$ cat config.mk
export PLATFORM = sky130hd
export DESIGN_NAME = cache_control
export DESIGN_NICKNAME = d
export VERILOG_FILES = /design/src/rtl/cache_control.sv
export SDC_FILE = /design/constraint.sdc
export NUM_CORES = 1
export LEC_CHECK = 0
export BUFFER_PORTS_ARGS = -buffer_cell sky130_fd_sc_hd__buf_2
export CORE_AREA = 2 2 39 41
export CTS_CLUSTER_DIAMETER = 100
export DETAILED_ROUTE_END_ITERATION = 6
export DIE_AREA = 0 0 41 43
export PLACE_DENSITY = 0.71
export SLEW_MARGIN = 5
export SYNTH_ARGS = -nofsm -noshare
export SYNTH_HDL_FRONTEND = slang
export SYNTH_SLANG_ARGS = --single-unit
$ cat constraint.sdc
create_clock -name clk -period 2.9 [get_ports clk]
set_clock_uncertainty 0.05 [all_clocks]
set_input_delay 0.145 -clock clk [delete_from_list [all_inputs] [get_ports clk]]
set_output_delay 0.145 -clock clk [all_outputs]
set_load 0.02 [all_outputs]
$ cat src/rtl/cache_control.sv
// Per-request control FSM for a set-associative cache: hit/miss sequencing,
// dirty-victim writeback, line refill and dirty-array mark/unmark commands.
module cache_control #(
  parameter int s_index = 4,
  parameter int w_index = 2
) (
  input  logic               clk,
  input  logic               rst,
  input  logic               mem_read,
  input  logic               mem_write,
  input  logic [s_index-1:0] set_idx,
  input  logic               hit,
  input  logic [w_index-1:0] hit_way,
  input  logic [w_index-1:0] lru_way,
  input  logic               dirty_in,
  input  logic               pmem_resp,
  output logic               mem_resp,
  output logic [1:0]         dirty_op,
  output logic [s_index-1:0] dirty_set,
  output logic [w_index-1:0] dirty_way,
  output logic               pmem_read,
  output logic               pmem_write,
  output logic               wb_addr_sel,
  output logic               line_load,
  output logic [w_index-1:0] load_way,
  output logic               lru_update
);

  typedef enum logic [1:0] {
    IDLE      = 2'd0,
    COMPARE   = 2'd1,
    WRITEBACK = 2'd2,
    ALLOCATE  = 2'd3
  } state_t;

  localparam logic [1:0] OP_IDLE   = 2'b00;
  localparam logic [1:0] OP_MARK   = 2'b01;
  localparam logic [1:0] OP_UNMARK = 2'b10;

  state_t             state, state_nxt;
  logic               is_write, is_write_nxt;
  logic [w_index-1:0] victim, victim_nxt;

  // The dirty array is always addressed by the set of the request in flight.
  assign dirty_set = set_idx;

  always_ff @(posedge clk) begin
    if (rst) begin
      state    <= IDLE;
      is_write <= 1'b0;
      victim   <= '0;
    end else begin
      state    <= state_nxt;
      is_write <= is_write_nxt;
      victim   <= victim_nxt;
    end
  end

  always_comb begin
    state_nxt    = state;
    is_write_nxt = is_write;
    victim_nxt   = victim;
    mem_resp     = 1'b0;
    dirty_op     = OP_IDLE;
    dirty_way    = '0;
    pmem_read    = 1'b0;
    pmem_write   = 1'b0;
    wb_addr_sel  = 1'b0;
    line_load    = 1'b0;
    load_way     = '0;
    lru_update   = 1'b0;

    case (state)
      IDLE: begin
        if (mem_read || mem_write) begin
          state_nxt    = COMPARE;
          is_write_nxt = mem_write;
        end
      end

      COMPARE: begin
        if (hit) begin
          mem_resp   = 1'b1;
          lru_update = 1'b1;
          load_way   = hit_way;
          dirty_way  = hit_way;
          dirty_op   = is_write ? OP_MARK : OP_IDLE;
          state_nxt  = IDLE;
        end else begin
          // Victim is latched here; the LRU input may move while memory works.
          victim_nxt = lru_way;
          dirty_way  = lru_way;
          state_nxt  = dirty_in ? WRITEBACK : ALLOCATE;
        end
      end

      WRITEBACK: begin
        pmem_write  = 1'b1;
        wb_addr_sel = 1'b1;
        dirty_way   = victim;
        if (pmem_resp) begin
          dirty_op  = OP_UNMARK;
          state_nxt = ALLOCATE;
        end
      end

      ALLOCATE: begin
        pmem_read = 1'b1;
        load_way  = victim;
        dirty_way = victim;
        if (pmem_resp) begin
          line_load = 1'b1;
          state_nxt = COMPARE;
        end
      end

      default: state_nxt = IDLE;
    endcase
  end

  // Invariants of the memory handshake and dirty-array command encoding.
  assert property (@(posedge clk) disable iff (rst) !(pmem_read && pmem_write));
  assert property (@(posedge clk) disable iff (rst) dirty_op != 2'b11);

endmodule
=== Word level (Yosys, flattened, before mapping) ===
Cells that the tools add are included.

* Equal/unequal tests: 6
* Muxes and demuxes: 20
* Bitwise operators: 1
* Reduce and logical (&&, ||, !) cells: 6

{| class="wikitable"
|+ Operator list
! cell !! number
|-
| 2-bit two-way mux || 7
|-
| 2-bit case mux with 2 select lines || 3
|-
| 1-bit two-way mux || 9
|-
| 2-bit case mux with 4 select lines || 1
|-
| 2-bit inequality test (second input constant) || 3
|-
| 2-bit equality test (second input constant) || 2
|-
| 2-bit AND reduction || 2
|-
| 3-bit AND reduction || 1
|-
| 2-bit by 1-bit equality test with 1-bit output (second input constant) || 1
|-
| 2-bit logical NOT || 1
|-
| 2-bit OR reduction || 1
|-
| 1-bit logical OR || 1
|-
| 1-bit inverter || 1
|}

* Register bits after elaboration: 5
* Input bits: 15
* Output and inout bits: 16
* Logic and storage cells: 36

=== Depth between registers and ports, before layout ===
* Depth in word-level cells: 3
* Gate-level depth with buffers: 5
* Mapped depth without buffers: 5

=== Least setup slack after synthesis ===
No wires, ideal clock.

* Path type: flip-flop to flip-flop
* Start: reg state[0]
* End: reg state[1]
* Library setup time: 115 ps
* Arrival time: 1323 ps
* Data required time: 2735 ps
* Slack: 1413 ps
* Cell stages (with the launch flop): 6
* Clock period less this slack: 1487 ps
* Cells stage by stage: dfxtp_1 -> inv_1 -> ha_1 -> or3b_4 -> o2111a_1 -> o21ba_1

* Cells in the longest elaborated chain, start to end: 3
* Elaborated cells on any way between the ends: 9

{| class="wikitable"
|+ Ends and longest elaborated chain
! element !! line !! text
|-
| from (decl) || 40 || <nowiki>state_t state, state_nxt;</nowiki>
|-
| from (signal assigned) || 53 || <nowiki>state <= state_nxt;</nowiki>
|-
| 2-bit equality test or 2-bit logical NOT (tied branches) || 73 || <nowiki>case (state)</nowiki>
|-
| 2-bit inequality test (no line) || -- ||
|-
| 3-bit AND reduction (no line) || -- ||
|}

Parallel ways exist; a longest one is shown, timed or not.
A chain may end at the register's enable or synchronous reset.

=== Worst setup path after layout ===
* Start: reg state[0]
* End: out dirty_op[0]

* Cells in the longest elaborated chain, start to end: 2
* Elaborated cells on any way between the ends: 3

{| class="wikitable"
|+ Ends and longest elaborated chain
! element !! line !! text
|-
| 2-bit equality test or 2-bit by 1-bit equality test with 1-bit output (tied branches) || 73 ||
|-
| 2-bit case mux with 2 select lines (*) || 73 ||
|-
| to (decl) || 18 || <nowiki>output logic [1:0] dirty_op,</nowiki>
|}

Every way passes the cells marked *; elsewhere a longest branch is shown, timed or not.

==> flow_summary.yaml <==
clock_tree:
  tritoncts.num_buffers: 3
  htree_num_levels: 1
  cts_resized: 0
  post-cts-setup-buffers: 0
  hold_buffers: 0
  cts_tree: "built"
  clockBufferDepth: 2
  cts.sinks: 5
  root_buffer: "clkbuf_4"
  cts.clk_slew.worst_paths_ns: 0.04
  worstSkewPairLatency_ns: 0.24
cells_and_area:
  drive_gt1_share_pct: 38.7
  fin_nets: 98
  num_antenna_cells: 0
  area_delta_synth_final_pct: 23.5
timing:
  relSlewSlack_pct: 75.4
  period_needed_ns: 1.69
  finalSetupViolations: 0
  max_freq_ghz: 0.591
  setup-tns-final_ns: 0
  drv_slew: 0
  worstMarginPinSlew_ns: 0.369
  period_share_pct: 58.4
  holdWs_ns: 0.0784
  hold_viol: 0
  rsz0062_at_grt: "false"
detailed_routing:
  drtAntennaViolNets: 0
  avgRoutedWirePerCell_um: 12.3
  num_vias: 455
  drtIter0Drc: 3
  route.detailed.drc: 0
  firstDrtPassIters: 4
  vias_per_cell: 5.00
  drt_wl_total_mm: 1.12
critical_path:
  slowest_delay_ns: 0.44
  setup.worst_path.start_class: "register"
  reg2reg_depth: 5
  critPathArrivalTime_ns: 1.50
  worstSetupStartpoint: "state[0]"
  required_ns: 2.71
  r2r_setup_slack_ns: 1.23
  worstReg2RegEnd: "state[0]"
  cp-endpoint: "dirty_op[0]"
  worstPathMaxFanout: 6
  worst_setup_path_end_kind: "primary output"
  crit-reg2reg-launch: "state[0]"
  critPathKind: "register to primary output"
  crit_slowest_cell: "dfxtp_1"
  worstPathCellList: "inv_1 -> ha_1 -> and4_1 -> buf_2"
power:
  switching_share_pct: 33.6
  pwr-share-seq_pct: 33.7
  pwr-share-clk_pct: 33.6
  p_leak_nw: 0.310
  p_per_area_nw_per_um2: 419
  vdd_drop_max_mv: 0.168
  pwr-share-comb_pct: 32.7
  power_switching_w: 0.0000824
  intPower_w: 0.000163
logic_synthesis:
  async_reset_ff_share_pct: 0
  yosysTopAreaCellShare_pct: 21.1
  ys.warnings.count: 0
  synth.largest_area_cell: "dfxtp_1"
  synth_edf_count: 0
  yosysMostFrequentCell: "ha_1"
  synth.distinct_cells: 21
  synth_seq_area_share_pct: 21.1
  synthFlopType: "dfxtp_1"
  synth-seq-cells: 5
  synthTopCellsByCount: "7 x ha_1, 6 x buf_4, 6 x nor2_1, 5 x a21oi_1, 5 x dfxtp_1"
  synth_nets: 77
  yosys-top-cells-area: "dfxtp_1 21%, ha_1 18%, buf_4 9.5%"
  syn_area_sq_um: 474
  synth_cells: 55
  postSynthAreaPerCell_sq_um: 8.62
placement:
  io_buffers: 22
  place.gp.congestion: 0.686
  hpwl_um: 927
global_route:
  grt_usage_pct: 14.3
  grt_max_degree: 7
  grt_pass1_vias: 407
  grt_overflow: 0
  grt_pass1_wl_mm: 1.68
  antenna_found_initial: 0
status:
  status: "finished, final reports clean"
floorplanning:
  start_util_pct: 34.3
  die_area_sq_um: 1760
  row_count: 14
  core_sq_um: 1380
  die_height_um: 43
  top_level_ports: 31
  die_w_um: 41
hold_path:
  hold_class: "primary input to register"
flow_run:
  drv_cap: 0
==> through the flow <==
step	instances	power [W]	cell area [sq um]	setup slack [ns]	utilization, %
floorplan	55	0.000147	474	1.41	-
global placement	87	0.000162	559	1.30	40.4
detailed placement	87	0.000164	559	1.25	40.4
CTS	91	0.000247	586	1.20	42.3
global route	91	0.000261	586	1.06	42.3
finish	91	0.000245	586	1.21	42.3
==> worst max-delay path, delay by kind of cell (launching register included) <==
family / cells / cell delay, ns
adder cells (fa/ha/maj): 1 / 0.35
AND/OR/NAND/NOR: 1 / 0.19
buffers and inverters: 2 / 0.28
flip-flops: 1 / 0.44
==> how the worst min path moves through the flow <==
stage	startpoint	to	slack, ns	depth (start not counted)
2_1_floorplan	rst	state[0]	0.16	1
3_3_place_gp	set_idx[1]	dirty_set[1]	0.24	0
3_5_place_dp	set_idx[1]	dirty_set[1]	0.24	0
4_1_cts	rst	state[0]	0.08	2
5_1_grt	rst	state[0]	0.09	2
6_report	rst	state[0]	0.08	2
==> sequential cells by signal, indices dropped and copies added, names as in the netlist <==
register	cells
victim	2
is_write	1
state	2
==> power groups by stage <==
| stage | registers (W) | clock network, W | logic (W) |
|---|---|---|---|
| final | 0.0000827 | 0.0000823 | 0.0000801 |
| after floorplan | 0.0000814 | 0 | 0.0000661 |
| after CTS | 0.0000826 | 0.0000832 | 0.0000809 |
| after global routing | 0.0000835 | 0.0000885 | 0.0000894 |
| after detailed placement | 0.0000835 | 0 | 0.0000805 |
| after global placement | 0.0000833 | 0 | 0.0000782 |
==> area by class of cell <==
cell class	instances	area, sq um
Tap cell	16	20.0
Fill cell	152	798
Clock buffer	4	26.3
Sequential cell	5	100
Timing Repair Buffer	22	110
Multi-Input combinational cell	41	318
Inverter	3	11.3
==> routing by layer <==
metal	vias to the layer above	global-route usage, %	wire length [um]
li1	232	-	-
met3	2	5.24	81
met1	203	13.5	428
met5	-	0	0
met4	0	6.00	12
met2	18	25.3	594
==> cell families after synthesis <==
kind of cell	count (synthesis)	share of synthesized area [%]
multiplexers	4	8.97
buffers and inverters	9	11.9
AND/OR/NAND/NOR	16	17.9
AO/OA/AOI/OAI	14	21.6
flip-flops	5	21.1
adder cells (fa/ha/maj)	7	18.5
==> cell usage in the layout (no fill, tap or decap), drive strengths merged <==
master and n:
ha 7, mux2 2, a32oi 1, o21bai 1, a22oi 2, nand2 3, mux2i 2, dfxtp 5
and4 1, o21ba 1, a311oi 1, inv 3, nor2b 1, or3b 1, o2111a 1, buf 22
and2 3, nor2 6, a21oi 5, clkbuf 4, o21ai 2, nand2b 1
Note: power is estimated with default switching activity, not from simulation.
